**config.mk**
```make
export PLATFORM = sky130hd
export DESIGN_NAME = pulsador_debounce
export DESIGN_NICKNAME = d
export VERILOG_FILES = /design/src/rtl/pulsador_debounce.sv
export SDC_FILE = /design/constraint.sdc
export NUM_CORES = 1
export LEC_CHECK = 0
export ABC_AREA = 1
export CORE_MARGIN = 2
export CORE_UTILIZATION = 46
export CTS_CLUSTER_SIZE = 8
export DETAILED_ROUTE_END_ITERATION = 12
export PLACE_DENSITY = 0.6
export SLEW_MARGIN = 20
export SYNTH_ARGS = -nofsm -noshare
export SYNTH_HDL_FRONTEND = slang
export SYNTH_SLANG_ARGS = --single-unit
```
**constraint.sdc**
```tcl
create_clock -name clk -period 1.8 [get_ports clk]
set_clock_uncertainty 0.2 [all_clocks]
set_input_delay 0.45 -clock clk [delete_from_list [all_inputs] [get_ports clk]]
set_output_delay 0.45 -clock clk [all_outputs]
set_load 0.05 [all_outputs]
```
**src/rtl/pulsador_debounce.sv**
```systemverilog
// Per-channel pushbutton debouncer: 2-flop synchroniser, 4-state FSM with
// its own stability counter, registered one-clock press pulse and debounced level.
module pulsador_debounce #(
  parameter int PUL_WIDTH  = 3,
  parameter int DEB_CYCLES = 500000
) (
  input  logic                 clk,
  input  logic                 reset,
  input  logic [PUL_WIDTH-1:0] i_pulsador,
  output logic [PUL_WIDTH-1:0] o_pulsador,
  output logic [PUL_WIDTH-1:0] o_level
);

  localparam int CW = $clog2(DEB_CYCLES + 1);
  localparam logic [CW-1:0] CNT_LAST = CW'(DEB_CYCLES - 1);
  localparam logic [CW-1:0] CNT_ONE  = CW'(1);

  typedef enum logic [1:0] {
    IDLE      = 2'd0,
    WAIT_HIGH = 2'd1,
    HIGH      = 2'd2,
    WAIT_LOW  = 2'd3
  } deb_state_t;

  logic [PUL_WIDTH-1:0] s1_reg;
  logic [PUL_WIDTH-1:0] s2_reg;

  always_ff @(posedge clk or negedge reset) begin
    if (!reset) begin
      s1_reg <= '0;
      s2_reg <= '0;
    end else begin
      s1_reg <= i_pulsador;
      s2_reg <= s1_reg;
    end
  end

  genvar gi;
  generate
    for (gi = 0; gi < PUL_WIDTH; gi++) begin : g_chan
      deb_state_t    state_reg, state_next;
      logic [CW-1:0] cnt_reg, cnt_next;
      logic          pulse_reg, pulse_next;
      logic          level_reg, level_next;

      always_ff @(posedge clk or negedge reset) begin
        if (!reset) begin
          state_reg <= IDLE;
          cnt_reg   <= '0;
          pulse_reg <= 1'b0;
          level_reg <= 1'b0;
        end else begin
          state_reg <= state_next;
          cnt_reg   <= cnt_next;
          pulse_reg <= pulse_next;
          level_reg <= level_next;
        end
      end

      // The counter only advances while the synchronised input stays on the
      // candidate level; it is reset whenever a new level is accepted or rejected.
      always_comb begin
        state_next = state_reg;
        cnt_next   = cnt_reg;
        pulse_next = 1'b0;
        level_next = level_reg;
        case (state_reg)
          IDLE: begin
            if (s2_reg[gi]) begin
              state_next = WAIT_HIGH;
              cnt_next   = CNT_ONE;
            end else begin
              cnt_next = '0;
            end
          end
          WAIT_HIGH: begin
            if (!s2_reg[gi]) begin
              state_next = IDLE;
              cnt_next   = '0;
            end else if (cnt_reg == CNT_LAST) begin
              state_next = HIGH;
              cnt_next   = '0;
              level_next = 1'b1;
              pulse_next = 1'b1;
            end else begin
              cnt_next = cnt_reg + CNT_ONE;
            end
          end
          HIGH: begin
            if (!s2_reg[gi]) begin
              state_next = WAIT_LOW;
              cnt_next   = CNT_ONE;
            end else begin
              cnt_next = '0;
            end
          end
          WAIT_LOW: begin
            if (s2_reg[gi]) begin
              state_next = HIGH;
              cnt_next   = '0;
            end else if (cnt_reg == CNT_LAST) begin
              state_next = IDLE;
              cnt_next   = '0;
              level_next = 1'b0;
            end else begin
              cnt_next = cnt_reg + CNT_ONE;
            end
          end
          default: begin
            state_next = IDLE;
            cnt_next   = '0;
            level_next = 1'b0;
          end
        endcase
      end

      assign o_pulsador[gi] = pulse_reg;
      assign o_level[gi]    = level_reg;
    end
  endgenerate

endmodule

```
; After elaboration in Yosys (flattened, before gate mapping)
; Cells that the tools add are included.
[totals]
reg_bits = 75
latchBits = 0
ramBits = 0
romBits = 0
input_bits = 5
out_inout_bits = 6
elab_cells = 128
mem_count = 0
[op_classes]
n_addsub = 3
mul = 0
n_div = 0
magnitude_cmp = 0
eq_ne = 36
n_shift = 0
n_mux = 63
bitwise = 0
reduce_logical = 12
[op_table]
columns = op, count
row1 = one-hot mux 19 bit (4 select lines), 3
row2 = 2-to-1 mux 19 bit, 9
row3 = adder 19 x 1 -> 19 bit (second input constant), 3
row4 = == test 19 bit (second input constant), 3
row5 = 2-to-1 mux 2 bit, 18
row6 = inequality test 2 bit (second input constant), 18
row7 = 2-to-1 mux 1 bit, 27
row8 = one-hot mux 2 bit (4 select lines), 3
row9 = inequality test 3 bit (second input constant), 6
row10 = AND reduction 5 bit, 3
row11 = == test 2 bit (second input constant), 6
row12 = AND reduction 4 bit, 3
row13 = == test 2 x 1 -> 1 bit (second input constant), 3
row14 = logical NOT 2 bit, 3
row15 = one-hot mux 1 bit (2 select lines), 3
row16 = nonzero test 2 bit, 3

; Longest topological paths before layout
[depth]
depth_word = 4
ltp_mapped = 9
ltp_nobuf = 9

; Least setup slack after synthesis
; Ideal clock, no wire load.
[synth_path]
kind = register to register
start = register g_chan[0].cnt_reg[0]
end = register g_chan[0].cnt_reg[12]
setup_time_ns = 0.120
arrival_time_ns = 1.317
t_required_ns = 1.480
slack_ns = 0.163
path_stages_with_launch = 8
path_buffers = 1
synth_period_minus_slack_ns = 1.637
path_cell_list = dfrtp_1 -> ha_1 -> nand3_1 -> nor2_1 -> nand3_1 -> nand2_2 -> buf_4 -> nor2_1
[synth_between]
elab_chain_cells = 4
word_cells_on_any_way = 6
cone_classes = 1 x add/sub / 1 x eq/ne / 4 x mux
[synth_lines]
columns = element, line_no
row1 = from (decl), 42  ; logic [CW-1:0] cnt_reg, cnt_next;
row2 = from (signal assigned), 54  ; cnt_reg <= cnt_next;
row3 = adder 19 x 1 -> 19 bit or == test 19 bit (tied branches), --
row4 = 2-to-1 mux 19 bit *, "80, 101"
row5 = 2-to-1 mux 19 bit (on tied branches), "98, 77"
row6 = one-hot mux 19 bit (4 select lines) *, 67  ; case (state_reg)
row7 = named net g_chan[0].cnt_next[12], 42
; The timed path passes the listed nets; every way through them passes the cells marked *.
; A chain may end at the register's enable or synchronous reset.

; Worst setup path in the final report
[layout_path]
start = register g_chan[1].cnt_reg[1]
end = register g_chan[1].cnt_reg[18]
[layout_between]
elab_chain_cells = 4
word_cells_on_any_way = 6
cone_classes = 1 x add/sub / 1 x eq/ne / 4 x mux
[layout_lines]
columns = element, line_no
row1 = from (decl), 42
row2 = from (signal assigned), 54
row3 = adder 19 x 1 -> 19 bit or == test 19 bit (tied branches), --
row4 = 2-to-1 mux 19 bit *, "80, 101"
row5 = 2-to-1 mux 19 bit (on tied branches), "98, 77"
row6 = one-hot mux 19 bit (4 select lines) *, 67
row7 = named net g_chan[1].cnt_next[18], 42
; Marks and branches as above.

==> results by group <==
Pwr
  • Power, Total: 0.003663 W
  • Pwr dens: 806.7 nW/um2
  • Lkg Pwr: 1.962 nW
  • Worst vdd ir: 657.5 uV

Critical path
  • Crit path cell chain: ha_4 > nand3_2 > clkinv_2 > buf_4 > nand2_4 > nor2_4 > nand3_2 > nor2b_1 > nor2_1
  • CP top delay family: simple AND/OR/NAND/NOR gates
  • Most frequent CP cell: nand3_2
  • Crit path kind: register to register
  • Crit path buffers/inverters: 2
  • Crit. End Element: register
  • CP required: 1.87 ns
  • Crit Path Max Fanout: 5
  • Critical Path AT: 1.76 ns
  • Setup crit start kind: register
  • CP max stage delay: 0.43 ns
  • Crit-path slowest cell: dfrtp_1

Die
  • I/O pin cnt: 11
  • Core area: 8299 um2
  • Initial Util: 47.73%
  • Die H: 96.80 um
  • Cell row count: 33
  • Die width: 96.80 um
  • Die Area: 9370 um2

GRT
  • Vias in the first global route: 3010
  • Grt total ovfl: 0
  • Largest net degree at the start of global routing: 28
  • Initial antenna violation count: 0
  • Total GRT Usage: 17.19%
  • First-pass GRT wire length: 13470 um

Layout
  • Non-Filler Instances: 647
  • Share of cells above drive strength 1: 12.92%
  • Antenna Cells: 0
  • Max reg flops: 57
  • Final nets: 546
  • Syn-to-layout area delta: 14.62%
  • Post-layout util: 54.71%

Detailed routing
  • Top sig layer: met4
  • Wire length on met1: 3741 um
  • DR vias: 3210
  • DR WL/cell: 11.66 um
  • DRC Markers: 0
  • Wire length on met3: 274 um
  • Detail Route Antenna Nets: 0
  • Met2 wire length: 3415 um
  • Detailed Routing Iterations Pass 1: 4
  • 1st-iter DRT viols: 97
  • Vias per inst: 4.961
  • Drt total wl: 7542 um

Clock network
  • H-tree depth: 3
  • Num CTS Buffers: 9
  • CTS clk-pin slew, worst paths: 0.08 ns
  • CTS tree: yes
  • Clock root cell: clkbuf_8
  • Clock Path Buffers: 2
  • Later-pin clock latency in the skew report: 0.34 ns
  • Num Clock Sinks: 75

Outcome
  • Run status: complete, no violations

Place
  • Placed instance count: 628
  • GPL Wtd Cong: 0.9079
  • I/O Buffers: 10
  • HPWL after DPL: 5615 um
  • Setup WS pre-CTS: 0.09033 ns

Timing
  • PnR worst setup slack: 0.1106 ns
  • Final setup vio count: 0
  • Relative slew slack: 73.94%
  • Worst Tran Pin Value: 0.3879 ns
  • Max Slew Vio Count: 0
  • Max Fclk: 591.9 MHz
  • Period minus WS final: 1.689 ns
  • Hold Fails Final Rpt: 0
  • Final period util: 93.85%

Synth
  • Ys Warns: 0
  • Syn Inst Count: 508
  • Register area share after synthesis: 47.38%
  • Synthesized flop and latch total: 75
  • Synth unique cells: 32
  • Syn avg cell area: 7.798 um2
  • Syn Nets: 516
  • Syn Std Cell Area: 3961 um2

Job
  • Max_cap viols: 0

Worst hold path
  • Worst Hold Class: register to register
## metrics by stage
stage,setup TNS [ns],hold WS (ns),area [um2]
2_1_floorplan,0,-0.04559,3961
3_3_place_gp,0,0.1365,4320
3_5_place_dp,0,0.1355,4320
4_1_cts,0,0.1571,4489
5_1_grt,-0.01502,0.1624,4541
6_report,0,0.1547,4541
## Yosys cell counts, drive strengths merged
library cell	count	area, um2
nor3b	1	7.510
dfrtp	75	1877
a21oi	9	45.04
clkinv	1	5.000
a31oi	2	12.51
nand2	123	491.7
xnor2	9	78.83
nor2b	1	6.260
nand4	12	75.07
xor2	17	148.9
o21ai	10	53.80
nand3	34	200.2
and3	1	6.260
or2	1	6.260
nor2	127	509.2
inv	50	187.7
o22ai	1	6.260
ha	3	37.54
nor3	17	96.35
buf	11	87.58
nand3b	3	22.52
## layout by cell type (no fill, tap or decap), types with 2 or more instances in the layout
cell               n
nor2_4             3
xor2_1            17
nand3_1           28
inv_2              3
nand3_2            6
o21ai_1            2
dfrtp_1           75
nor3_1            16
inv_1             47
nand2_1          114
o21ai_0            7
xnor2_1            9
nand2_4            2
nor2_1           120
a31oi_1            2
a21oi_1            9
ha_1               2
buf_4             17
clkbuf_8           9
nand3b_1           3
nand4_1           12
nor2_2             4
buf_12             9
clkdlybuf4s50_1    3
nand2_2            6
clkinv_2           4
## final cells by class
type                       count  area, um2
clock inverter                 5      31.28
sequential                    75       1877
fill                         776       3759
inverter                      51      192.7
multi-input combinational    371       1833
timing repair buffer          30      347.8
tap                          105      131.4
clock buffer                  10      127.6
## where the power goes
part / total (W) / leakage (nW) / switching, W / internal [W]
combinational: 0.000658 / 0.863 / 0.000402 / 0.000256
clock: 0.00109 / 0.0819 / 0.000605 / 0.000488
sequential: 0.00191 / 1.02 / 0.000125 / 0.00179
total: 0.00366 / 1.96 / 0.00113 / 0.00253
## cells by family (layout without fill, tap and decap cells)
logic type	Yosys count	count (layout)	share of synthesized area [%]
xor gates and xnor gates	26	26	5.749
and+or+nand+nor	320	320	35.88
adders and majority gates	3	3	0.9477
AOI/OAI and AO/OA	22	22	2.969
buffers and inverters	62	96	7.075
DFF	75	75	47.38
## worst reg2reg max path, stage by stage, from the launching register on
cell,delay [ns]
dfrtp_1,0.43
ha_4,0.17
nand3_2,0.11
clkinv_2,0.08
buf_4,0.13
nand2_4,0.05
nor2_4,0.15
nand3_2,0.06
nor2b_1,0.13
nor2_1,0.11
## final timing paths
| path | from | end | slack, ns | cells after the start |
|---|---|---|---|---|
| worst max-delay path | g_chan[1].cnt_reg[1]$_DFF_PN0_ | g_chan[1].cnt_reg[18]$_DFF_PN0_ | 0.11 | 9 |
| worst min-delay path | s1_reg[0]$_DFF_PN0_ | s2_reg[0]$_DFF_PN0_ | 0.15 | 0 |
| worst max register to register | g_chan[1].cnt_reg[1]$_DFF_PN0_ | g_chan[1].cnt_reg[18]$_DFF_PN0_ | 0.11 | 9 |
| worst min register to register | s1_reg[0]$_DFF_PN0_ | s2_reg[0]$_DFF_PN0_ | 0.15 | 0 |
| max in group asynchronous | reset | g_chan[2].cnt_reg[15]$_DFF_PN0_ | 0.59 | 3 |
| min in group asynchronous | reset | g_chan[0].cnt_reg[14]$_DFF_PN0_ | 0.36 | 2 |
## repair_timing
| action | CTS | global route |
|---|---|---|
| setup buffers | 0 | 3 |
| hold buffers | 1 | 0 |
| hold endpoints to repair | 23 | 0 |
| gates resized for setup | 0 | 5 |
| endpoints found under the setup margin | 0 | 17 |
## routing by layer
layer | up-vias | GRT usage (%)
met3 | 11 | 2.890
met1 | 1494 | 25.09
met4 | 0 | 6.067
met5 | - | 0
met2 | 60 | 25.91
li1 | 1645 | -
(Power assumes the default switching activity.)
==> RTL edit (same settings) <==
Encoding of `deb_state_t`: now Gray code (2 bits for 4 states).
--- a/src/rtl/pulsador_debounce.sv
+++ b/src/rtl/pulsador_debounce.sv
@@ -17,8 +17,8 @@
 
   typedef enum logic [1:0] {
-    IDLE      = 2'd0,
-    WAIT_HIGH = 2'd1,
-    HIGH      = 2'd2,
-    WAIT_LOW  = 2'd3
+    IDLE      = 2'b00,
+    WAIT_HIGH = 2'b01,
+    HIGH      = 2'b11,
+    WAIT_LOW  = 2'b10
   } deb_state_t;
 
Function: same outputs for any inputs over 10 cycles, from zero or initial values and one cycle with reset low; not proved beyond that.
==> RTL edit against the original RTL <==
Sequential cell count stayed put. Core utilization is 0.27 points higher. Largest power group unchanged. Wire length is 10% higher. Critical path type unchanged. Total power is 33% higher. Area after synthesis is 8.8% higher. Setup slack worse by 0.022 ns. Clock power is 61% higher. Final area is 11% higher.
==> RTL edit: results (changes against the original RTL) <==
| Metric | Value |
|---|---|
| Post-Synth XOR/XNOR Area | `0.04875 (-0.008734)` |
| Post-synth net total | `576 (+12%)` |
| Post-Place Worst Slack | `0.008873 ns (-0.08146 ns)` |
| Placed Area | `4582 µm² (+6.1%)` |
| Setup bufs post-CTS | `2 (+2)` |
| Peak VDD IR | `0.6065 mV (-7.8%)` |
| Post-synthesis cell type count | `28 (-13%)` |
| Global-route wire length before repair | `14770 µm (+9.6%)` |
| Pwr per Cell Area | `969.1 nW/µm² (+20%)` |
| Worst slew pin tran | `0.3935 ns (+0.005548 ns)` |
| Top cells by area, synth | `dfrtp_1, nand2_1, nor2_1, inv_1, ha_1` |
| DRT Pass-1 Iters | `6 (+2)` |
| Vias in the first global route | `3396 (+13%)` |
| Status | `finished clean` |
| Syn Area/Cell | `7.769 µm² (-0.37%)` |
| Post-synthesis sequential area ratio | `0.4353 (-0.03850)` |
| Post-Place Cells | `674 (+7.3%)` |
| DR WL/cell | `11.89 µm (+2.0%)` |
| Maximum fanout along the worst path | `6 (+1)` |
| Nets | `604 (+11%)` |
| Post-cts gate resize count | `1 (+1)` |
| P_leak | `2.133 nW (+8.7%)` |
| Post-synthesis compound-gate area fraction | `0.03743 (+0.007744)` |
| Vias per cell | `4.937 (-0.49%)` |
| Post-DP HPWL | `5902 µm (+5.1%)` |
| Crit-path max cell delay | `0.40 ns (-0.03 ns)` |
| Clock power share | `0.360 (+0.062)` |
| Combinational Power Share | `0.247 (+0.067)` |
| Total global-route track usage | `0.1805 (+0.008641)` |
[RTL edit: cell count changes after synthesis, sizes merged, moves of 4 or more]
cell   change
ha        +13
o21ai      +5
nor2       +6
xnor2      -4
inv       +18
nor3       +7
[RTL edit: metal layers]
| layer | GRT usage | share of wire |
|---|---|---|
| met1 | 0.2320 | 0.47 |
| met2 | 0.2990 | 0.48 |
| met5 | 0 | 0 |
| met3 | 0.04369 | 0.032 |
| met4 | 0.06006 | 0.019 |
[RTL edit: worst reg2reg max path, delay by kind of cell, from the launching register on]
family                   cells  cell delay (ns)
AND/OR/NAND/NOR              6             0.61
flip-flops                   1             0.40
buffers and inverters        2             0.21
adder cells (fa/ha/maj)      1             0.17
[RTL edit: path summary, 6_finish.rpt]
path / from / endpoint / slack (ns) / cells past startpoint
setup / recovery: g_chan[0].cnt_reg[1]$_DFF_PN0_ / g_chan[0].cnt_reg[4]$_DFF_PN0_ / 0.09 / 9
hold / removal: s1_reg[0]$_DFF_PN0_ / s2_reg[0]$_DFF_PN0_ / 0.15 / 0
min in group asynchronous: reset / g_chan[1].state_reg[0]$_DFFE_PN0P_ / 0.36 / 2
setup reg to reg: g_chan[0].cnt_reg[1]$_DFF_PN0_ / g_chan[0].cnt_reg[4]$_DFF_PN0_ / 0.09 / 9
max in group asynchronous: reset / g_chan[0].cnt_reg[15]$_DFF_PN0_ / 0.56 / 3
hold reg to reg: s1_reg[0]$_DFF_PN0_ / s2_reg[0]$_DFF_PN0_ / 0.15 / 0
[RTL edit: area by class of cell]
cell class | count | area [µm²]
clock buffer | 10 | 137.6
clock inverter | 6 | 136.4
fill | 874 | 4120
inverter | 68 | 255.2
multi-input combinational | 403 | 2166
sequential | 75 | 1877
tap | 111 | 138.9
timing repair buffer | 26 | 321.6
